`config.mk`:
```
export PLATFORM = sky130hd
export DESIGN_NAME = procyon_rr_grant_ctrl
export DESIGN_NICKNAME = d
export VERILOG_FILES = /design/src/rtl/procyon_rr_grant_ctrl.sv
export SDC_FILE = /design/constraint.sdc
export NUM_CORES = 1
export LEC_CHECK = 0
export ABC_AREA = 0
export CAP_MARGIN = 20
export CORE_UTILIZATION = 40
export DETAILED_ROUTE_END_ITERATION = 16
export PLACE_DENSITY = 0.73
export SYNTH_ARGS = -nofsm -noshare
export SYNTH_HDL_FRONTEND = slang
export SYNTH_SLANG_ARGS = --single-unit
```
`constraint.sdc`:
```
create_clock -name clk -period 1.3 [get_ports clk]
set_input_delay 0.195 -clock clk [delete_from_list [all_inputs] [get_ports clk]]
set_output_delay 0.195 -clock clk [all_outputs]
set_load 0.02 [all_outputs]
```
`src/rtl/procyon_rr_grant_ctrl.sv`:
```
// Round-robin grant controller sharing one single-ported resource among OPTN_NUM_REQ requesters.
// Latency: grant registered 1 cycle after request seen in IDLE; one mandatory IDLE bubble between grants.
// Backpressure: grant held until i_done, requester withdrawal, or optional hold-limit expiry.
module procyon_rr_grant_ctrl #(
  parameter int OPTN_NUM_REQ  = 4,
  parameter int OPTN_MAX_HOLD = 0,
  parameter int IDX_WIDTH     = (OPTN_NUM_REQ == 1) ? 1 : $clog2(OPTN_NUM_REQ),
  parameter int HOLD_WIDTH    = (OPTN_MAX_HOLD == 0) ? 1 : $clog2(OPTN_MAX_HOLD + 1)
) (
  input  logic                    clk,
  input  logic                    rst,
  input  logic [OPTN_NUM_REQ-1:0] i_req,
  input  logic                    i_done,
  output logic [OPTN_NUM_REQ-1:0] o_gnt,
  output logic [IDX_WIDTH-1:0]    o_gnt_idx,
  output logic                    o_gnt_valid,
  output logic                    o_timeout
);

  typedef enum logic {
    IDLE = 1'b0,
    BUSY = 1'b1
  } state_t;

  localparam logic [IDX_WIDTH-1:0] LAST_IDX = IDX_WIDTH'(OPTN_NUM_REQ - 1);

  state_t                  state;
  state_t                  state_next;
  logic [IDX_WIDTH-1:0]    ptr;
  logic [IDX_WIDTH-1:0]    ptr_next;
  logic [OPTN_NUM_REQ-1:0] gnt_next;
  logic [IDX_WIDTH-1:0]    gnt_idx_next;
  logic                    gnt_valid_next;
  logic                    timeout_next;

  logic                    sel_found;
  logic [IDX_WIDTH-1:0]    sel_idx;
  int                      cand;

  logic                    rel_abandon;
  logic                    rel_limit;
  logic                    release_now;

  // Release conditions while a grant is outstanding.
  assign rel_abandon = ~i_req[o_gnt_idx];
  assign release_now = (state == BUSY) && (i_done || rel_abandon || rel_limit);

  // Hold-limit counter exists only when a limit is configured.
  generate
    if (OPTN_MAX_HOLD == 0) begin : g_no_hold
      assign rel_limit = 1'b0;
    end else begin : g_hold
      localparam logic [HOLD_WIDTH-1:0] HOLD_LAST = HOLD_WIDTH'(OPTN_MAX_HOLD - 1);
      logic [HOLD_WIDTH-1:0] hold_cnt;

      // Count cycles spent in BUSY without release; cleared while idle, saturating.
      always_ff @(posedge clk or posedge rst) begin
        if (rst) begin
          hold_cnt <= '0;
        end else if (state == IDLE) begin
          hold_cnt <= '0;
        end else if (!release_now && (hold_cnt != '1)) begin
          hold_cnt <= hold_cnt + HOLD_WIDTH'(1);
        end
      end

      assign rel_limit = (hold_cnt == HOLD_LAST);
    end
  endgenerate

  // Round-robin scan of the request vector starting at the priority pointer.
  always_comb begin
    sel_found = 1'b0;
    sel_idx   = '0;
    cand      = 0;
    for (int i = 0; i < OPTN_NUM_REQ; i++) begin
      cand = (int'(ptr) + i) % OPTN_NUM_REQ;
      if (!sel_found && i_req[IDX_WIDTH'(cand)]) begin
        sel_found = 1'b1;
        sel_idx   = IDX_WIDTH'(cand);
      end
    end
  end

  // Next-state and next-output logic for the grant FSM.
  always_comb begin
    state_next     = state;
    ptr_next       = ptr;
    gnt_next       = o_gnt;
    gnt_idx_next   = o_gnt_idx;
    gnt_valid_next = o_gnt_valid;
    timeout_next   = 1'b0;
    case (state)
      IDLE: begin
        if (sel_found) begin
          gnt_next          = '0;
          gnt_next[sel_idx] = 1'b1;
          gnt_idx_next      = sel_idx;
          gnt_valid_next    = 1'b1;
          state_next        = BUSY;
        end
      end
      BUSY: begin
        if (release_now) begin
          gnt_next       = '0;
          gnt_valid_next = 1'b0;
          ptr_next       = (o_gnt_idx == LAST_IDX) ? '0 : (o_gnt_idx + IDX_WIDTH'(1));
          // A completion on the same edge as the limit is a normal finish, not a timeout.
          timeout_next   = rel_limit && !i_done;
          state_next     = IDLE;
        end
      end
      default: begin
        state_next = IDLE;
      end
    endcase
  end

  // FSM state register.
  always_ff @(posedge clk or posedge rst) begin
    if (rst) begin
      state <= IDLE;
    end else begin
      state <= state_next;
    end
  end

  // Registered outputs and priority pointer.
  always_ff @(posedge clk or posedge rst) begin
    if (rst) begin
      ptr         <= '0;
      o_gnt       <= '0;
      o_gnt_idx   <= '0;
      o_gnt_valid <= 1'b0;
      o_timeout   <= 1'b0;
    end else begin
      ptr         <= ptr_next;
      o_gnt       <= gnt_next;
      o_gnt_idx   <= gnt_idx_next;
      o_gnt_valid <= gnt_valid_next;
      o_timeout   <= timeout_next;
    end
  end

endmodule

```
======== Word level (Yosys, flattened, before mapping) ========
Cells that the tools add are included.
word-level totals
  register bits after elaboration ......... 10
  bits of input ports ..................... 7
  output and inout bits ................... 8
cells by class
  eq/ne operators ......................... 3
  reduce and logical (&&, ||, !) cells .... 12
  order comparisons ....................... 7
  bitwise gates (word level) .............. 2
  multiplexer cells ....................... 34
  add/sub/neg operators ................... 4
operators by type and width
  operator                                                     count
  2-to-1 mux 1 bit                                             18
  less-than comparator 2 x 4 -> 1 bit (second input constant)  4
  binary-select mux 1 bit (select 2 bit)                       5
  2-to-1 mux 2 bit                                             5
  2-to-1 mux 4 bit                                             2
  one-hot mux 4 bit (2 select lines)                           1
  less-than comparator 2 x 3 -> 1 bit (second input constant)  2
  AND reduction 2 bit                                          3
  logical AND 1 bit                                            5
  adder 2 x 1 -> 2 bit (second input constant)                 2
  adder 2 bit (second input constant)                          2
  one-hot mux 1 bit (2 select lines)                           2
  zero test 1 bit                                              3
  demux 1 bit (select 2 bit)                                   1
  == test 2 bit (second input constant)                        1
  >= comparator 2 x 1 -> 1 bit (second input constant)         1
  != test 2 x 1 -> 1 bit (second input constant)               1
  != test 2 bit (second input constant)                        1
  NOT 1 bit                                                    2
  logical OR 1 bit                                             1

======== Logic depth before layout (Yosys ltp) ========
  depth after elaboration ................. 19
  depth in mapped cells ................... 5
  gate-level depth less buffers ........... 4

======== Least setup slack after synthesis ========
No wires, ideal clock.
  path kind ............................... register -> register
  start ................................... reg o_gnt_idx[0]
  end ..................................... reg ptr[0]
  library setup time ...................... 125 ps
  data required time ...................... 1175 ps
  cell stages (with the launch flop) ...... 5
  path slack .............................. -287 ps
  arrival time ............................ 1462 ps
  buffers on the path ..................... 0
  path through ............................ dfrtp_1 > mux2i_1 > nor3_2 > nor3_4 > mux2_4
between the ends
  cells in the longest elaborated chain, start to end .. 6
RTL lines
  element                                 line  RTL
  from (decl)                             15    output logic [IDX_WIDTH-1:0] o_gnt_idx,
  from (signal assigned)                  139   o_gnt_idx <= gnt_idx_next;
  binary-select mux 1 bit (select 2 bit)  45    assign rel_abandon = ~i_req[o_gnt_idx];
  2-to-1 mux 1 bit (not written as such)  45
  NOT 1 bit                               45
  logical OR 1 bit                        46    assign release_now = (state == BUSY) && (i_done || rel_abandon || rel_limit);
  logical AND 1 bit                       46
  AND reduction 2 bit (no source line)    -
  to (signal assigned)                    137   ptr <= ptr_next;
  to (decl)                               29    logic [IDX_WIDTH-1:0] ptr;
Several ways; a longest one is shown, not always the timed one. The select of a mux whose other input is x is not followed.
A chain may end at the register's enable or synchronous reset.

======== Final worst setup path ========
  start ................................... reg o_gnt_idx[0]
  end ..................................... reg ptr[1]
Same word-level chain as after synthesis.

==> flow_summary.toml <==
[outcome]
run_status = "complete, but fails checks"
violations = "negative setup slack"

[setup_path]
start_kind = "flip-flop"
critPathKind = "flip-flop to flip-flop"
required_ps = 1450
cp-end-kind = "flip-flop"
arrival_ps = 1520
cp_max_fo = 3

[routing]
wire_per_inst_um = 14.9
dr.pass1.iters = 4
dr.first_iter.drc_count = 8
final_antenna_net_count = 0
drcViolationCount = 0
wl_um = 1400
vias_per_cell = 5.36
vias = 504

[placed_design]
place_inst = 89
portBuffers = 13
placed_area_um2 = 776
gp_congestion = 0.791
dp_hpwl_um = 938

[yosys]
synth.distinct_cells = 25
yosysWarningCount = 0
async_reset_ff_share_pct = 100
ys_seq_area_share_pct = 44.6
synth_flop_cell = "dfrtp_1"
synth.most_common_cell = "dfrtp_1"
syn_inst = 54
synth_common_cells = "10 x dfrtp_1, 6 x nand2_1, 5 x o32ai_1"
syn-mean-instance-area_um2 = 10.4
syn-cell-area_um2 = 561
yosys.area.top_type = "dfrtp_1"
synth_area_leaders = "dfrtp_1 45%, o32ai_1 7.8%, mux2_4 5.4%, nand2_1 4.0%, mux2i_1 3.6%"
ys_ff_latch = 10
syn_nets = 62
synth_edf_count = 0
synth_top_area_share_pct = 44.6

[cts]
cts_max_path_buffers = 2
clk_latency_ps = 260
cts.sinks = 10
path_clk_slew_ps = 70
cts_made_buffers = 3
htreeDepth = 1
cts_tree = "done"
cts_root_buf = "clkbuf_4"

[floorplanning]
io_pins = 15
num_rows = 13
die_x_um = 39.4
fp.dieH_um = 39.4
core-area_um2 = 1300
die-area_um2 = 1560
start_util_pct = 43.1

[timing]
finalWorstSetupSlack_ps = -73.4
setup_viol = 6
final.min_clock_period_ps = 1370
report.final.slew_viol_count = 0
rsz0062_at_grt = "yes"
tns_ps = -199
skew_ps = 0.405
finalHoldViolCount = 0
hold_ws_ps = 203
clock.fmax_mhz = 728
min_period_over_period_pct = 106

[finish]
fill_cells = 127
areaGrowthSynthToFinish_pct = 53.1
multi_input_area_um2 = 332
seq_area_um2 = 251
antennaDiodeCount = 0
instances_no_fill = 94
fin_area_um2 = 858
drive_gt1_share_pct = 38.0
fin_nets = 88

[global_routing]
grt_pass1_wl_um = 2120
first_global_vias = 477
antenna_found_initial = 0
overflow = 0
grtUsageTotal_pct = 21.3
grt_start_max_net_pins = 14

[power]
power_density_nw_per_um2 = 2480
irDropWorstVdd_v = 0.00148
total_power_uw = 2130
p_leak_uw = 0.000406

[flow_run]
maxCapViolCount = 0

[min_path]
hp-class = "input pin to asynchronous set/reset pin"
-- state kept, by name, indices dropped and copies added, names as in the netlist --
| register | cells |
|---|---|
| o_gnt | 4 |
| o_gnt_valid | 1 |
| state | 1 |
| o_gnt_idx | 2 |
| ptr | 2 |
-- power by group --
part           internal, uW  switching, uW
sequential              471            106
combinational           627            646
clock                   170            105
total                  1270            858
-- cell type report --
class,count,share of cell area (%)
Multi-Input combinational cell,38,38.6
Sequential cell,10,29.3
Timing Repair Buffer,23,23.9
Clock buffer,4,4.23
Tap cell,15,2.19
Inverter,4,1.75
-- repair_timing --
action | in CTS | in global routing
buffers inserted | 1 | 0
endpoints found under the setup margin | 16 | 10
pin swaps | 5 | 1
gates resized for setup | 22 | 4
cloned | 0 | 0
hold buffers | 0 | 0
-- layout by cell type, fill, tap and decap left out, types with 2 or more instances in the layout --
cell,instances
a21oi_1,2
buf_4,8
clkbuf_4,3
clkdlybuf4s50_1,2
dfrtp_1,9
dlygate4sd2_1,9
inv_1,4
mux2_4,2
mux2i_1,2
nand2_1,6
nand2b_1,2
nor2_1,2
o32ai_2,4
-- cells by family (layout without fill, tap and decap cells) --
| group | Yosys count | count (layout) | share of synthesized area [%] |
|---|---|---|---|
| AO/OA/AOI/OAI | 15 | 15 | 19.2 |
| adder cells (fa/ha/maj) | 1 | 1 | 2.23 |
| buffers and inverters | 6 | 31 | 5.36 |
| flip-flops | 10 | 10 | 44.6 |
| multiplexers | 4 | 4 | 8.93 |
| other | 1 | 1 | 0.669 |
| AND/OR/NAND/NOR | 17 | 17 | 19.0 |
-- critical path: stages (launching register included) --
cell and delay, ps:
dfrtp_2 430, mux2i_1 180, nor3_2 70, nor3_4 260, mux2_4 320
-- stage by stage --
stage	worst slack, ps	util [%]
CTS	-74.8	65.8
global placement	-403	59.6
floorplan	-196	-
detailed placement	-420	59.6
global route	-147	66.0
finish	-73.4	66.0
-- per-layer routing --
| metal | up-vias | track usage, % | share of wire [%] |
|---|---|---|---|
| met5 | - | 0 | 0 |
| met4 | 0 | 12.9 | 0.57 |
| met3 | 2 | 1.70 | 3.9 |
| li1 | 246 | - | - |
| met2 | 11 | 34.0 | 50 |
| met1 | 245 | 27.7 | 46 |
-- worst paths after layout --
kind / endpoint / start / slack (ps) / cells after the start
setup reg to reg: ptr[1] / o_gnt_idx[0] / -70 / 4
setup / recovery: ptr[1] / o_gnt_idx[0] / -70 / 4
hold / removal: o_gnt_valid / rst / 200 / 2
hold reg to reg: o_gnt_valid / o_gnt_valid / 530 / 2
max in group asynchronous: o_gnt_idx[0] / rst / 810 / 2
min in group clk: o_gnt_valid / o_gnt_valid / 530 / 2
(Power assumes the default switching activity.)
